$ cat src/rtl/mp_arith_pkg.sv
`default_nettype none
// ============================================================================
//  Module      : mp_arith_pkg
//  Description : Shared definitions for the multi-precision arithmetic
//                blocks: FSM state encoding and default width constants.
//  Ports       : none (package)
//  Revision    : 1.0 - initial release
// ============================================================================
package mp_arith_pkg;

   // Sequencer states of the word-serial arithmetic units.
   typedef enum logic [1:0] {
      IDLE      = 2'd0,
      SUB_FIRST = 2'd1,
      SUB_WORDS = 2'd2,
      DONE      = 2'd3
   } mp_state_t;

   // Default operand and word widths.
   localparam int unsigned MP_OPERAND_WIDTH   = 512;
   localparam int unsigned MP_ADDER_WIDTH     = 64;

   // Block size of the carry-select stages inside the word adder.
   localparam int unsigned MP_CSA_BLOCK_WIDTH = 16;

endpackage : mp_arith_pkg
`default_nettype wire

$ cat src/rtl/carry_select_adder_ripple.sv
`default_nettype none
// ============================================================================
//  Module      : carry_select_adder_ripple
//  Description : Combinational WIDTH-bit adder. The word is split into
//                ripple-carry blocks; every block above the lowest computes
//                its sum for both carry-in values and the real carry picks
//                one. Falls back to a plain ripple adder when WIDTH is not a
//                multiple of BLOCK_WIDTH (or fits in a single block).
//  Ports       : iA    - addend A
//                iB    - addend B
//                iCin  - carry-in
//                oSum  - (iA + iB + iCin) mod 2^WIDTH
//                oCout - carry-out of the most significant bit
//  Revision    : 1.0 - initial release
// ============================================================================
module carry_select_adder_ripple
   import mp_arith_pkg::*;
#(
   parameter int unsigned WIDTH       = MP_ADDER_WIDTH,
   parameter int unsigned BLOCK_WIDTH = MP_CSA_BLOCK_WIDTH
) (
   input  logic [WIDTH-1:0] iA,
   input  logic [WIDTH-1:0] iB,
   input  logic             iCin,
   output logic [WIDTH-1:0] oSum,
   output logic             oCout
);

   generate
      if ((WIDTH > BLOCK_WIDTH) && ((WIDTH % BLOCK_WIDTH) == 0)) begin : g_carrySelect
         localparam int unsigned N_BLOCKS = WIDTH / BLOCK_WIDTH;

         logic [N_BLOCKS:0] w_carry;

         assign w_carry[0] = iCin;

         // Lowest block sees the true carry-in directly; no selection needed.
         assign {w_carry[1], oSum[BLOCK_WIDTH-1:0]} =
            {1'b0, iA[BLOCK_WIDTH-1:0]} + {1'b0, iB[BLOCK_WIDTH-1:0]} +
            {{BLOCK_WIDTH{1'b0}}, iCin};

         for (genvar k = 1; k < N_BLOCKS; k++) begin : g_block
            logic [BLOCK_WIDTH:0] w_sum0;
            logic [BLOCK_WIDTH:0] w_sum1;

            assign w_sum0 = {1'b0, iA[k*BLOCK_WIDTH +: BLOCK_WIDTH]} +
                            {1'b0, iB[k*BLOCK_WIDTH +: BLOCK_WIDTH]};
            assign w_sum1 = {1'b0, iA[k*BLOCK_WIDTH +: BLOCK_WIDTH]} +
                            {1'b0, iB[k*BLOCK_WIDTH +: BLOCK_WIDTH]} +
                            {{BLOCK_WIDTH{1'b0}}, 1'b1};

            assign {w_carry[k+1], oSum[k*BLOCK_WIDTH +: BLOCK_WIDTH]} =
               w_carry[k] ? w_sum1 : w_sum0;
         end

         assign oCout = w_carry[N_BLOCKS];
      end else begin : g_ripple
         assign {oCout, oSum} = {1'b0, iA} + {1'b0, iB} + {{WIDTH{1'b0}}, iCin};
      end
   endgenerate

endmodule : carry_select_adder_ripple
`default_nettype wire

$ cat src/rtl/mp_subtractor.sv
`default_nettype none
// ============================================================================
//  Module      : mp_subtractor
//  Description : Word-serial multi-precision unsigned subtractor. Computes
//                A - B as A + ~B + 1, one ADDER_WIDTH word per clock, least
//                significant word first, through a single word adder.
//  Ports       : iClk    - clock, rising edge
//                iRst    - asynchronous active-high reset
//                iStart  - start request, sampled only in IDLE
//                iOpA    - minuend (unsigned)
//                iOpB    - subtrahend (unsigned)
//                oRes    - (A - B) mod 2^OPERAND_WIDTH
//                oBorrow - 1 when A < B
//                oBusy   - high whenever the sequencer is not in IDLE
//                oDone   - one-cycle pulse; oRes/oBorrow valid while high
//  Revision    : 1.0 - initial release
// ============================================================================
module mp_subtractor
   import mp_arith_pkg::*;
#(
   parameter int unsigned OPERAND_WIDTH = MP_OPERAND_WIDTH,
   parameter int unsigned ADDER_WIDTH   = MP_ADDER_WIDTH,
   parameter int unsigned N_ITERATIONS  = OPERAND_WIDTH / ADDER_WIDTH
) (
   input  logic                     iClk,
   input  logic                     iRst,
   input  logic                     iStart,
   input  logic [OPERAND_WIDTH-1:0] iOpA,
   input  logic [OPERAND_WIDTH-1:0] iOpB,
   output logic [OPERAND_WIDTH-1:0] oRes,
   output logic                     oBorrow,
   output logic                     oBusy,
   output logic                     oDone
);

   localparam int unsigned CNT_W = $clog2(N_ITERATIONS) + 1;

   localparam logic [CNT_W-1:0] c_lastWord = CNT_W'(N_ITERATIONS - 1);
   localparam logic [CNT_W-1:0] c_cntOne   = CNT_W'(1);

   mp_state_t                r_state;
   mp_state_t                w_stateNext;
   logic [CNT_W-1:0]         r_cnt;
   logic [OPERAND_WIDTH-1:0] r_opA;
   logic [OPERAND_WIDTH-1:0] r_opB;
   logic [OPERAND_WIDTH-1:0] r_res;
   logic                     r_carry;
   logic                     r_borrow;

   logic                     w_isSub;
   logic                     w_lastWord;
   logic                     w_cin;
   logic [ADDER_WIDTH-1:0]   w_sum;
   logic                     w_cout;
   logic [OPERAND_WIDTH-1:0] w_resNext;

   assign w_isSub    = (r_state == SUB_FIRST) || (r_state == SUB_WORDS);
   // The counter equals the index of the word being processed; in SUB_FIRST
   // it is 0, so a single-word operand is detected as last immediately.
   assign w_lastWord = w_isSub && (r_cnt == c_lastWord);
   // Word 0 gets the +1 of the two's complement; later words chain the carry.
   assign w_cin      = (r_state == SUB_FIRST) ? 1'b1 : r_carry;

   carry_select_adder_ripple #(
      .WIDTH       (ADDER_WIDTH),
      .BLOCK_WIDTH (MP_CSA_BLOCK_WIDTH)
   ) u_adder (
      .iA    (r_opA[ADDER_WIDTH-1:0]),
      .iB    (~r_opB[ADDER_WIDTH-1:0]),
      .iCin  (w_cin),
      .oSum  (w_sum),
      .oCout (w_cout)
   );

   // New sum word enters at the top; after N_ITERATIONS shifts word 0 has
   // reached the bottom of the result register.
   generate
      if (N_ITERATIONS > 1) begin : g_resMulti
         assign w_resNext = {w_sum, r_res[OPERAND_WIDTH-1:ADDER_WIDTH]};
      end else begin : g_resSingle
         assign w_resNext = w_sum;
      end
   endgenerate

   // ------------------------------------------------------------------------
   // State register
   // ------------------------------------------------------------------------
   always_ff @(posedge iClk or posedge iRst) begin
      if (iRst) begin
         r_state <= IDLE;
      end else begin
         r_state <= w_stateNext;
      end
   end

   // ------------------------------------------------------------------------
   // Next-state logic
   // ------------------------------------------------------------------------
   always_comb begin
      w_stateNext = r_state;
      unique case (r_state)
         IDLE: begin
            if (iStart) begin
               w_stateNext = SUB_FIRST;
            end
         end
         SUB_FIRST, SUB_WORDS: begin
            w_stateNext = w_lastWord ? DONE : SUB_WORDS;
         end
         DONE: begin
            w_stateNext = IDLE;
         end
         default: begin
            w_stateNext = IDLE;
         end
      endcase
   end

   // ------------------------------------------------------------------------
   // Datapath registers
   // ------------------------------------------------------------------------
   always_ff @(posedge iClk or posedge iRst) begin
      if (iRst) begin
         r_cnt    <= '0;
         r_opA    <= '0;
         r_opB    <= '0;
         r_res    <= '0;
         r_carry  <= 1'b0;
         r_borrow <= 1'b0;
      end else if ((r_state == IDLE) && iStart) begin
         r_cnt <= '0;
         r_opA <= iOpA;
         r_opB <= iOpB;
      end else if (w_isSub) begin
         r_cnt   <= r_cnt + c_cntOne;
         r_opA   <= r_opA >> ADDER_WIDTH;
         r_opB   <= r_opB >> ADDER_WIDTH;
         r_res   <= w_resNext;
         r_carry <= w_cout;
         // No carry out of A + ~B + 1 means B was larger than A.
         if (w_lastWord) begin
            r_borrow <= ~w_cout;
         end
      end
   end

   assign oRes    = r_res;
   assign oBorrow = r_borrow;
   assign oBusy   = (r_state != IDLE);
   assign oDone   = (r_state == DONE);

endmodule : mp_subtractor
`default_nettype wire

$ cat config.mk
export PLATFORM = sky130hd
export DESIGN_NAME = mp_subtractor
export DESIGN_NICKNAME = d
export VERILOG_FILES = /design/src/rtl/mp_arith_pkg.sv /design/src/rtl/carry_select_adder_ripple.sv /design/src/rtl/mp_subtractor.sv
export SDC_FILE = /design/constraint.sdc
export NUM_CORES = 2
export LEC_CHECK = 0
export CAP_MARGIN = 20
export CELL_PAD_IN_SITES_DETAIL_PLACEMENT = 2
export CELL_PAD_IN_SITES_GLOBAL_PLACEMENT = 2
export CORE_AREA = 3 3 605 607
export CTS_CLUSTER_DIAMETER = 60
export CTS_CLUSTER_SIZE = 14
export DETAILED_ROUTE_END_ITERATION = 10
export DIE_AREA = 0 0 608 610
export PLACE_DENSITY_LB_ADDON = 0.2
export SLEW_MARGIN = 20
export SYNTH_ARGS = -nofsm -noshare
export SYNTH_HDL_FRONTEND = slang
export SYNTH_SLANG_ARGS = --single-unit
$ cat constraint.sdc
create_clock -name iClk -period 67.6 [get_ports iClk]
set_input_delay 13.52 -clock iClk [delete_from_list [all_inputs] [get_ports iClk]]
set_output_delay 13.52 -clock iClk [all_outputs]
set_load 0.005 [all_outputs]
==> impl_results.md <==
- Outcome: finished clean
- Main synth FF type: dfrtp_1
- Gr ovfl total: 0
- Worst vdd ir: 60.1 uV
- PwrDens: 57.4 mW/mm^2
- Hold_buf cts: 0
- Part of the Yosys area used for sequential elements: 55.4%
- First-pass GRT wire length: 511000 microns
- Row count: 221
- Area share of the largest cell type after synthesis: 55.4%
- TritonCTS clock tree: done
- Max Cap Viol: 0
- Gate Count Post-Synth: 7277
- Routed Antenna Nets: 0
- Skew-Pair Late Insertion Delay: 0.90 ns
- Synthesized cell area: 0.0697 sq mm
- Dpl hpwl: 285000 microns
- Routability Congestion: 0.815
- Max Clock Skew: 0.0668 ns
- DIE HEIGHT: 610 microns
- Worst path depth: 9
- CP endpoint: r_opA[444]
- Worst Path Max Fanout: 95
- Achievable Freq: 52.7 MHz
- Final hold violations: 0
- Routed vias/inst: 4.34
- Ys Warns: 0
- Largest net degree at the start of global routing: 244
- Final setup fails: 0
- Final worst slack: 48.64 ns
- Ports: 1542
- Most used cell, CP: buf_4
- Core Util, Final: 27.0%
- Crit-path max cell delay: 0.79 ns
- Delay-heaviest family, CP: buffers and inverters
- Crit path launch: iRst
- Post-CTS Setup Bufs: 0
- Worst path slowest cell: buf_4
- Post-synth top area cell: dfrtp_1
- Most frequent cell after synthesis: nand2_1
- Worst path required time: 68.53 ns
- Netlist cell types: 81
- RSZ-0062 raised after global routing: false
- Tightest Pin Transition: 1.25 ns
- Period utilization: 28.1%
- Vias in the first global route: 64.4k
- Drt drc: 0
- Reg2reg setup slack: 62.24 ns
- Clock root buffer: clkbuf_16
- Crit path kind: in -> async
- Seq cells post-synth: 1544
- Iteration-0 DRC Markers: 3283
- R2R depth: 15
- DRT Wirelength: 364000 microns
- Area growth syn-to-layout: 39.9%
- Min-Delay Path Class: reg -> reg
- Synth top area cells: dfrtp_1, nand2_1, mux2i_1
- Die Wd: 608 microns
- Critical Path Start Type: primary input
- Worst reg2reg path endpoint: oRes[496]
- EDFF count, synth: 0
- Reg2Reg Launch Point: r_opB[32]
- Via count: 59.2k
- Leak pwr: 44.1 nW
- Post-CTS resize count: 0
- Ys async rst share: 100%
- CP endpoint kind: async pin
- Core ar.: 0.362 sq mm
- Max-Slew Margin vs Limit: 16.6%
- Gr usage total: 19.1%
- WP data arrival: 19.89 ns
- Worst Path Buf+Inv: 9
- Setup TNS: 0 ns
- DIE AREA: 0.371 sq mm
- Port bufs: 1541
- Total Power: 5.60 mW
- Num CTS Buffers: 206
- H-tree depth: 4
- DP Worst Slack: 47.37 ns
- Post-synth top cells: nand2_1, dfrtp_1, o21ai_0
- CP Cell Sequence: clkdlybuf4s50_1 > inv_8 > buf_4 > buf_4 > buf_4 > buf_4 > buf_4 > buf_4 > buf_4
- Fin nets: 9727
- WL/cell: 26.7 microns
- Clock sink count: 1544
- First-pass DRT Iterations: 5
- Max Slew Vio Count: 0
- Worst-path clk slew: 0.06 ns
- Antenna violations before repair: 242
- Post-synthesis net count: 8379
- Mapped Avg Cell Area: 9.58 sq um
- Hold_ws: 0.476 ns
- Max Root-Sink Buffers: 4
- Final Critical Period: 18.96 ns
- Initial Util: 19.3%
- Fraction of layout cells with a size suffix above 1: 5.44%
routing by layer:
metal	vias to the layer above	track usage, %	routed length, microns	share of wire, %
met4	92	5.90	12800	3.5
met5	-	0	593	0.16
met1	29800	22.6	148000	41
met3	662	4.63	20200	5.5
li1	27100	-	-	-
met2	1544	33.8	183000	50
power by group:
part | total (mW) | switching, mW | internal, mW
Combinational | 2.66 | 1.57 | 1.09
Sequential | 1.75 | 0.400 | 1.35
Clock | 1.19 | 0.495 | 0.694
metrics by stage:
step                      cell area, sq um  cells
after floorplan                      69700   7277
after global placement               90100  13200
after detailed placement             90100  13200
after CTS                            97400  13600
after global routing                 97500  13600
final                                97600  13600
worst min path at each step:
stage | endpoint | depth (start not counted) | slack [ns] | start
floorplan | oBorrow | 2 | 0.47 | oBorrow
global placement | oRes[7] | 2 | 0.46 | oRes[7]
detailed placement | oRes[0] | 2 | 0.46 | oRes[0]
CTS | oRes[0] | 2 | 0.48 | oRes[0]
global route | oRes[42] | 2 | 0.50 | oRes[42]
finish | oRes[0] | 2 | 0.48 | oRes[0]
sequential cells by signal (all words and copies together), names as in the netlist:
register,flops
r_carry,1
r_state,2
oBorrow,1
r_cnt,4
r_opA,512
r_opB,512
oRes,512
cells in the final DEF, fill, tap and decap left out, drive strengths merged, types with 8 or more instances in the layout:
cell type / synthesis / layout
a211oi: 13 / 13
a21o: 15 / 15
a21oi: 39 / 39
a31oi: 8 / 8
and2: 11 / 11
and3: 11 / 11
buf: 36 / 69
bufinv: 0 / 25
clkbuf: 434 / 236
clkdlybuf4s50: 0 / 1541
clkinv: 0 / 48
clkinvlp: 0 / 17
dfrtp: 1544 / 1544
diode: 0 / 61
ha: 70 / 70
inv: 92 / 143
mux2i: 905 / 905
nand2: 2602 / 2602
nand2b: 9 / 9
nand3: 27 / 27
nand3b: 133 / 133
nand4: 28 / 28
nor2: 69 / 69
nor2b: 12 / 12
nor3: 28 / 28
o21a: 19 / 19
o21ai: 982 / 982
o31ai: 14 / 14
xnor2: 44 / 44
xor2: 29 / 29
worst register-to-register path, cell delays in order, from the launching register on:
cell       delay, ns
dfrtp_1         0.38
inv_1           0.26
ha_1            0.29
inv_1           0.07
fa_1            0.43
and2b_4         0.30
o2111ai_1       0.15
a31oi_1         0.34
xor2_1          0.49
o2111ai_2       0.28
nor4_4          0.40
nand4_1         0.22
mux2i_4         0.46
xor2_1          0.69
xnor2_1         0.31
o21ai_0         0.21
final cells by class:
class                      count  area, sq um
clock inverter               141         1820
inverter                      92          353
clock buffer                 236         5490
antenna                       61          153
timing repair buffer        1610        16100
fill                       40100       264000
tap                         4794         6000
multi-input combinational   5171        29000
sequential                  1544        38600
cell families (layout without fill, tap and decap cells):
family	count (synthesis)	after routing	share of synthesized area (%)
AO/OA/AOI/OAI	1147	1147	8.88
buffers and inverters	562	2079	3.05
flip-flops	1544	1544	55.4
AND/OR/NAND/NOR	2967	2967	17.3
XOR/XNOR	73	73	0.917
multiplexers	909	909	13.1
adder cells (fa/ha/maj)	75	75	1.40
other	0	61	0
No activity file was read; power rests on OpenSTA's default activity.
